$ cat src/rtl/fft_bitrev_buffer_pkg.sv
// Shared definitions for the FFT input reorder buffer:
// default geometry, bank state encodings and the bit-reverse helper.
package fft_bitrev_buffer_pkg;

    localparam int FFT_N_POINTS = 8;
    localparam int FFT_LOG2N    = 3;
    localparam int FFT_DATA_W   = 32;

    typedef enum logic [1:0] {
        BANK_EMPTY    = 2'd0,
        BANK_FILLING  = 2'd1,
        BANK_FULL     = 2'd2,
        BANK_DRAINING = 2'd3
    } bank_state_e;

    // Reverse the low 'width' bits of idx; bits above width are dropped.
    function automatic int bitrev(input int idx, input int width);
        int r;
        r = 0;
        for (int i = 0; i < 32; i++) begin
            if (i < width) begin
                r = (r << 1) | ((idx >> i) & 1);
            end
        end
        return r;
    endfunction

endpackage

$ cat src/rtl/fft_bitrev_buffer_pp_bank.sv
// One ping-pong bank: N x DATA_W storage with a synchronous write port
// and an asynchronous read port so the reorder read needs no extra cycle.
module fft_bitrev_buffer_pp_bank
    import fft_bitrev_buffer_pkg::*;
#(
    parameter int N_POINTS = FFT_N_POINTS,
    parameter int LOG2N    = FFT_LOG2N,
    parameter int DATA_W   = FFT_DATA_W
) (
    input  logic              sys_clk,
    input  logic              we,
    input  logic [LOG2N-1:0]  waddr,
    input  logic [DATA_W-1:0] wdata,
    input  logic [LOG2N-1:0]  raddr,
    output logic [DATA_W-1:0] rdata
);

    logic [DATA_W-1:0] mem [N_POINTS];

    // Sample storage; contents need no reset since bank state gates reads.
    always_ff @(posedge sys_clk) begin
        if (we) begin
            mem[waddr] <= wdata;
        end
    end

    assign rdata = mem[raddr];

endmodule

$ cat src/rtl/fft_bitrev_buffer.sv
// Natural-to-bit-reversed reorder buffer feeding the radix-2 DIT FFT core.
// Optional framing check on in_last is enabled by defining FFT_FRAME_CHK_EN.
module fft_bitrev_buffer
    import fft_bitrev_buffer_pkg::*;
#(
    parameter int N_POINTS = FFT_N_POINTS,
    parameter int LOG2N    = FFT_LOG2N,
    parameter int DATA_W   = FFT_DATA_W
) (
    input  logic              sys_clk,
    input  logic              sys_rst,
    input  logic              in_valid,
    output logic              in_ready,
    input  logic [DATA_W-1:0] in_data,
    input  logic              in_last,
    output logic              out_valid,
    input  logic              out_ready,
    output logic [DATA_W-1:0] out_data,
    output logic              out_first,
    output logic              out_last,
    output logic              frame_err
);

    localparam logic [LOG2N-1:0] CNT_MAX = LOG2N'(N_POINTS - 1);

    bank_state_e       bank_st [2];
    logic              wr_bank;
    logic              rd_bank;
    logic [LOG2N-1:0]  wr_cnt;
    logic [LOG2N-1:0]  rd_cnt;
    logic [LOG2N-1:0]  rd_addr;
    logic [DATA_W-1:0] rd_data0;
    logic [DATA_W-1:0] rd_data1;
    logic [DATA_W-1:0] rd_data;
    logic              wr_fire;
    logic              wr_en0;
    logic              wr_en1;
    logic              rd_avail;
    logic              out_load;
    logic              rd_fire;

    assign in_ready = !sys_rst &&
                      (bank_st[wr_bank] == BANK_EMPTY ||
                       bank_st[wr_bank] == BANK_FILLING);
    assign wr_fire  = in_valid && in_ready;
    assign wr_en0   = wr_fire && !wr_bank;
    assign wr_en1   = wr_fire && wr_bank;

    assign rd_avail = bank_st[rd_bank] == BANK_FULL ||
                      bank_st[rd_bank] == BANK_DRAINING;
    assign out_load = !out_valid || out_ready;
    assign rd_fire  = rd_avail && out_load;
    assign rd_addr  = LOG2N'(bitrev(int'(rd_cnt), LOG2N));
    assign rd_data  = rd_bank ? rd_data1 : rd_data0;

    fft_bitrev_buffer_pp_bank #(
        .N_POINTS (N_POINTS),
        .LOG2N    (LOG2N),
        .DATA_W   (DATA_W)
    ) u_bank0 (
        .sys_clk  (sys_clk),
        .we       (wr_en0),
        .waddr    (wr_cnt),
        .wdata    (in_data),
        .raddr    (rd_addr),
        .rdata    (rd_data0)
    );

    fft_bitrev_buffer_pp_bank #(
        .N_POINTS (N_POINTS),
        .LOG2N    (LOG2N),
        .DATA_W   (DATA_W)
    ) u_bank1 (
        .sys_clk  (sys_clk),
        .we       (wr_en1),
        .waddr    (wr_cnt),
        .wdata    (in_data),
        .raddr    (rd_addr),
        .rdata    (rd_data1)
    );

    // Write pointer: natural-order index, switches bank after the last sample.
    always_ff @(posedge sys_clk) begin
        if (sys_rst) begin
            wr_cnt  <= '0;
            wr_bank <= 1'b0;
        end else if (wr_fire) begin
            if (wr_cnt == CNT_MAX) begin
                wr_cnt  <= '0;
                wr_bank <= !wr_bank;
            end else begin
                wr_cnt <= wr_cnt + 1'b1;
            end
        end
    end

    // Read pointer: advances on every output register load.
    always_ff @(posedge sys_clk) begin
        if (sys_rst) begin
            rd_cnt  <= '0;
            rd_bank <= 1'b0;
        end else if (rd_fire) begin
            if (rd_cnt == CNT_MAX) begin
                rd_cnt  <= '0;
                rd_bank <= !rd_bank;
            end else begin
                rd_cnt <= rd_cnt + 1'b1;
            end
        end
    end

    // Bank lifecycle; a write and a read never target the same bank at once.
    always_ff @(posedge sys_clk) begin
        if (sys_rst) begin
            bank_st[0] <= BANK_EMPTY;
            bank_st[1] <= BANK_EMPTY;
        end else begin
            if (wr_fire) begin
                bank_st[wr_bank] <= (wr_cnt == CNT_MAX) ?
                                    BANK_FULL : BANK_FILLING;
            end
            if (rd_fire) begin
                bank_st[rd_bank] <= (rd_cnt == CNT_MAX) ?
                                    BANK_EMPTY : BANK_DRAINING;
            end
        end
    end

    // Output register: holds while the core stalls, refills when free.
    always_ff @(posedge sys_clk) begin
        if (sys_rst) begin
            out_valid <= 1'b0;
            out_data  <= '0;
            out_first <= 1'b0;
            out_last  <= 1'b0;
        end else if (out_load) begin
            out_valid <= rd_avail;
            if (rd_avail) begin
                out_data  <= rd_data;
                out_first <= rd_cnt == '0;
                out_last  <= rd_cnt == CNT_MAX;
            end else begin
                out_first <= 1'b0;
                out_last  <= 1'b0;
            end
        end
    end

`ifdef FFT_FRAME_CHK_EN
    // Sticky framing check: in_last must coincide with the final write index.
    always_ff @(posedge sys_clk) begin
        if (sys_rst) begin
            frame_err <= 1'b0;
        end else if (wr_fire && (in_last != (wr_cnt == CNT_MAX))) begin
            frame_err <= 1'b1;
        end
    end
`else
    logic unused_in_last;
    assign unused_in_last = in_last;
    assign frame_err      = 1'b0;
`endif

endmodule
$ cat config.mk
export PLATFORM = sky130hd
export DESIGN_NAME = fft_bitrev_buffer
export DESIGN_NICKNAME = d
export VERILOG_FILES = /design/src/rtl/fft_bitrev_buffer_pkg.sv /design/src/rtl/fft_bitrev_buffer_pp_bank.sv /design/src/rtl/fft_bitrev_buffer.sv
export SDC_FILE = /design/constraint.sdc
export NUM_CORES = 1
export LEC_CHECK = 0
export ABC_AREA = 1
export CAP_MARGIN = 40
export CORE_ASPECT_RATIO = 1.25
export CORE_MARGIN = 1
export CORE_UTILIZATION = 30
export DETAILED_ROUTE_END_ITERATION = 7
export GPL_TIMING_DRIVEN = 0
export PLACE_DENSITY = 0.55
export SETUP_SLACK_MARGIN = 0.3
export SLEW_MARGIN = 40
export SYNTH_ARGS = -nofsm -noshare
export SYNTH_HDL_FRONTEND = slang
export SYNTH_SLANG_ARGS = --single-unit
$ cat constraint.sdc
create_clock -name sys_clk -period 6.4 [get_ports sys_clk]
set_clock_uncertainty 0.15 [all_clocks]
set_input_delay 0.64 -clock sys_clk [delete_from_list [all_inputs] [get_ports sys_clk]]
set_output_delay 0.64 -clock sys_clk [all_outputs]
set_load 0.005 [all_outputs]
Yosys cells after proc, flatten, opt, wreduce, memory -nomap -nowiden
Memory sizes are Yosys's and may differ from the RTL's. A register that Yosys moved wholly into a read port is not among the register bits.
Index checks and enable logic that the tools add are counted.
- word-level logic and storage cells: 68
- register bits: 43
- memory bits (writable): 516
- input bits: 37
- memories: 3
- output and inout bits: 37
- equal/unequal tests: 5
- bitwise gates (word level): 2
- add/subtract/negate cells: 2
- reduce and logical (&&, ||, !) cells: 19
- multiplexer cells: 29
- memory list (name ; words ; width ; rd ports ; clocked after Yosys merged registers in ; wr ports ; RTL line ; text):
    u_bank0.mem ; 8 ; 32 ; 1 ; 0 ; 1 ; fft_bitrev_buffer_pp_bank.sv:18 ; logic [DATA_W-1:0] mem [N_POINTS];
    u_bank1.mem ; 8 ; 32 ; 1 ; 0 ; 1 ; fft_bitrev_buffer_pp_bank.sv:18 ;
    bank_st ; 2 ; 2 ; 2 ; 2 ; 2 ; fft_bitrev_buffer.sv:26 ; bank_state_e bank_st [2];
- operators with widths (cell ; count):
    $mux 32 ; 1
    $mux 1 ; 22
    $mux 2 ; 4
    $add 3x1->3 const B ; 2
    $eq 3x3->1 const B ; 2
    $mux 3 ; 2
    $reduce_and 2->1 ; 3
    $logic_and 1x1->1 ; 5
    $eq 2x2->1 const B ; 2
    $logic_not 1->1 ; 4
    $reduce_or 2->1 ; 2
    $logic_not 3->1 ; 1
    $logic_or 1x1->1 ; 3
    $or 3x1->3 ; 1
    $eq 2x1->1 const B ; 1
    $logic_not 2->1 ; 1
    $or 2x1->2 ; 1

Logic depth before layout (Yosys ltp)
- depth in word-level cells: 9
- gate-level depth with buffers: 11
- depth with buffers taken out: 9

Modules after synthesis
Synthesis repeated with hierarchy kept, for this count alone.
- cells, all modules: 2582
- area, all modules: 24737.5 µm²
- by module, submodules not included (module ; area each (µm²) ; cells an instance ; sequential area each (µm²) ; times used):
    fft_bitrev_buffer_pp_bank ; 11232.0 ; 1124 ; 7687.4 ; 2
    fft_bitrev_buffer ; 2273.4 ; 334 ; 960.9 ; 1

Worst setup path before layout
OpenSTA, ideal clock, no wires.
- path kind: in2reg
- from: in sys_rst
- to: mem u_bank0.mem[0][0] (netlist bit), enable pin
- path slack: 3078 ps
- setup time: 421 ps
- buffers on the path: 1
- stages: 6
- required time: 5829 ps
- arrival: 2751 ps
- path through: clkbuf_1 nor2_2 nand2_1 nor2_1 inv_2 nor2_1
- longest elaborated chain between the ends: 6
- ends and longest elaborated chain (element ; RTL line ; text):
    start, declared ; fft_bitrev_buffer.sv:11 ; input logic sys_rst,
    $logic_not 1->1 ; fft_bitrev_buffer.sv:42 ; assign in_ready = !sys_rst &&
    $logic_and 1x1->1 ; fft_bitrev_buffer.sv:42 ;
    via in_ready ; fft_bitrev_buffer.sv:13 ; output logic in_ready,
    $logic_and 1x1->1 ; fft_bitrev_buffer.sv:45 ; assign wr_fire = in_valid && in_ready;
    $logic_and 1x1->1 ; fft_bitrev_buffer.sv:46 ; assign wr_en0 = wr_fire && !wr_bank;
    $mux 1 ; fft_bitrev_buffer_pp_bank.sv:22 ; if (we) begin
    $mux 1 (implied by the code) ; fft_bitrev_buffer_pp_bank.sv:23 ; mem[waddr] <= wdata;
    end, declared ; fft_bitrev_buffer_pp_bank.sv:18 ;
The timed path passes the listed nets, and every way through them passes these cells.

==> results.ini <==
[yosys]
synth.distinct_cells=25
syn_nets=2381
yosys-top-cells-area=edfxtp_1, nand2_1, nand3_1
synth_top_area_share_pct=64.7
synthArstFlopShare_pct=0
synth_cells=2339
seq_area_frac_synth_pct=68.5
synth_area_leader_cell=edfxtp_1
ys_ff_latch=559
synth.avg_cell_area_um2=10.2
ys_warn_count=0
synth_ff_type=edfxtp_1
netlist_area_mm2=0.0239
synth_edf_count=514

[final_layout]
nets=2544
layout_common_cells=nand2_1, edfxtp_1, inv_1, nand3_1, nor2_1
layout-drive-gt1-share_pct=10.0
area_growth_pct=19.8
fillers=7717
antennaDiodeCount=0
final_common_cell=nand2_1
stdcell_count=3601

[placement]
port_buffers=70
dp.final_hpwl_um=50200
place.gp.congestion=0.803
dpl.cell_count=3498
place_worst_setup_slack_ns=3.09

[sta]
relSlewSlack_pct=38.8
fin_setup_tns_ns=0
setup_viol=0
finalMaxSlewViolations=0
rsz0062_at_grt=no
post-route-period-util_pct=41.8
setup_ws_ns=3.72
worstMarginPinSlew_ns=0.917
hold_viol_final=0
clock.fmax_mhz=373
finalCriticalPeriod_ns=2.68

[critical_path]
worstPathRequired_ns=5.61
endpoint_kind=primary output
r2r_slack_ns=3.76
cp_num_buf_inv=1
cp_cell_sequence=nand2_1, o21ai_0, nor2_2, clkdlybuf4s50_1
reg2regPathDepth=9
start_kind=register
crit_type=register to primary output
cpPeakStageDelay_ns=0.55
path_delay_family=buffers and inverters
cp_slowest_cell=clkdlybuf4s50_1
cp_max_fo=5
r2r-end=u_bank0.mem[3][17]$_DFFE_PP_
r2r_start=bank_st[1][1]$_DFFE_PP_
worst_ep_arrival_time_ns=1.89

[clock_tree]
tritoncts=done
clock-sinks=559
ctsHoldBuffers=0
numCtsBuffers=55
cts_setup_buffers=0
clk_latency_ns=0.61
cts.reportedPaths.clkPinSlew_ns=0.07
ctsResizeCount=0
cts_buffer_depth=3
htreeDepth=2
clockRootBuffer=clkbuf_16

[grt]
grt_max_degree=17
grt-ovfl-total=0
grt_usage_pct=18.7
first_global_vias=15641
antenna_found_initial=1
grt_pass1_wl_um=107000

[detailed_routing]
dr.pass1.iters=5
viasPerCell=4.61
wl_per_cell_um=20.9
routed_wl_um=75100
ant_nets=0
vias=16587
drc=0
drt_iter0_drc=1279

[die]
die_h_um=317
die_area_mm2=0.0807
die_x_um=254
io_pins=74
core_mm2=0.0787
initial_core_util_pct=30.3
rows=115

[power_and_ir_drop]
power_mw=8.23
power.density_mw_per_mm2=288
ir_worst_vdd_v=0.000194
leakagePower_nw=11.8

[worst_hold_path]
min_from=out_last$_SDFFE_PP0P_
hold_path.class=register to register
worstHoldEndpoint=out_last$_SDFFE_PP0P_
hold_depth=2

[flow_run]
cap_violations=0

[outcome]
status=completed

per-layer routing:
metal | vias to the layer above | global-route usage, % | wire (um)
li1 | 7823 | - | -
met3 | 156 | 3.09 | 5190
met5 | - | 0 | 0
met1 | 7978 | 23.1 | 30100
met4 | 0 | 7.45 | 2800
met2 | 630 | 32.4 | 37000
power by group:
| part | internal (mW) | leakage, nW | total [mW] | switching, mW |
|---|---|---|---|---|
| logic | 0.295 | 6.00 | 0.962 | 0.667 |
| clock network | 1.79 | 0.838 | 3.19 | 1.39 |
| registers | 4.04 | 5.00 | 4.08 | 0.0379 |
| total | 6.13 | 11.8 | 8.23 | 2.10 |
cell usage after synthesis, types with 11 or more instances:
cell type,n
a21oi_1,39
buf_2,55
buf_4,13
clkbuf_1,28
dfxtp_1,45
edfxtp_1,514
inv_1,428
nand2_1,677
nand3_1,366
nor2_1,97
o21ai_0,11
or2_2,32
cells by family (layout without fill, tap and decap cells):
kind of cell | after synthesis | count (layout) | share of synthesized area, %
adder cells (fa/ha/maj) | 5 | 5 | 0.262
flip-flops | 559 | 559 | 68.5
buffers and inverters | 543 | 752 | 9.22
AND/OR/NAND/NOR | 1179 | 1179 | 20.9
other | 1 | 1 | 0.0157
AO/OA/AOI/OAI | 52 | 52 | 1.11
metrics by stage:
step / cell area, um2 / util (%) / hold slack [ns]
2_1_floorplan: 23900 / - / 0.310
3_5_place_dp: 26800 / 34.1 / 0.317
5_1_grt: 28600 / 36.3 / 0.371
3_3_place_gp: 25900 / 32.9 / 0.306
4_1_cts: 28600 / 36.3 / 0.325
6_report: 28600 / 36.3 / 0.321
worst max path at each step:
stage                       startpoint                      endpoint  slack [ns]  cells after the start
2_1_floorplan                  sys_rst   u_bank0.mem[0][0]$_DFFE_PP_        3.08                      6
3_3_place_gp                  in_valid   u_bank0.mem[4][9]$_DFFE_PP_        0.73                      5
3_5_place_dp                  in_valid   u_bank1.mem[3][1]$_DFFE_PP_        3.09                      4
4_1_cts        bank_st[1][1]$_DFFE_PP_  u_bank1.mem[3][23]$_DFFE_PP_        3.54                      6
5_1_grt        bank_st[1][1]$_DFFE_PP_  u_bank0.mem[3][17]$_DFFE_PP_        3.49                      9
6_report       bank_st[1][1]$_DFFE_PP_                      in_ready        3.72                      4
worst min-delay path, stage by stage (launching register included):
cell and delay [ns]:
dfxtp_1 0.31, nand2_1 0.06, a21oi_1 0.05
registers in the layout, summed over array words and instances (netlist names), 2 cells and up, named ones only:
name / cells
u_bank0.mem: 256
u_bank1.mem: 256
out_data: 32
rd_cnt: 3
wr_cnt: 3
bank_st: 2
cell type report:
class / count / area, um2 / share of cell area (%)
multi-input combinational: 1237 / 5450 / 19.1
buffer: 111 / 589 / 2.06
inverter: 432 / 1630 / 5.69
clock inverter: 22 / 200 / 0.700
clock buffer: 81 / 1550 / 5.41
tap: 1053 / 1320 / 4.61
timing repair buffer: 106 / 1530 / 5.34
sequential: 559 / 16300 / 57.1
(Power assumes the default switching activity.)
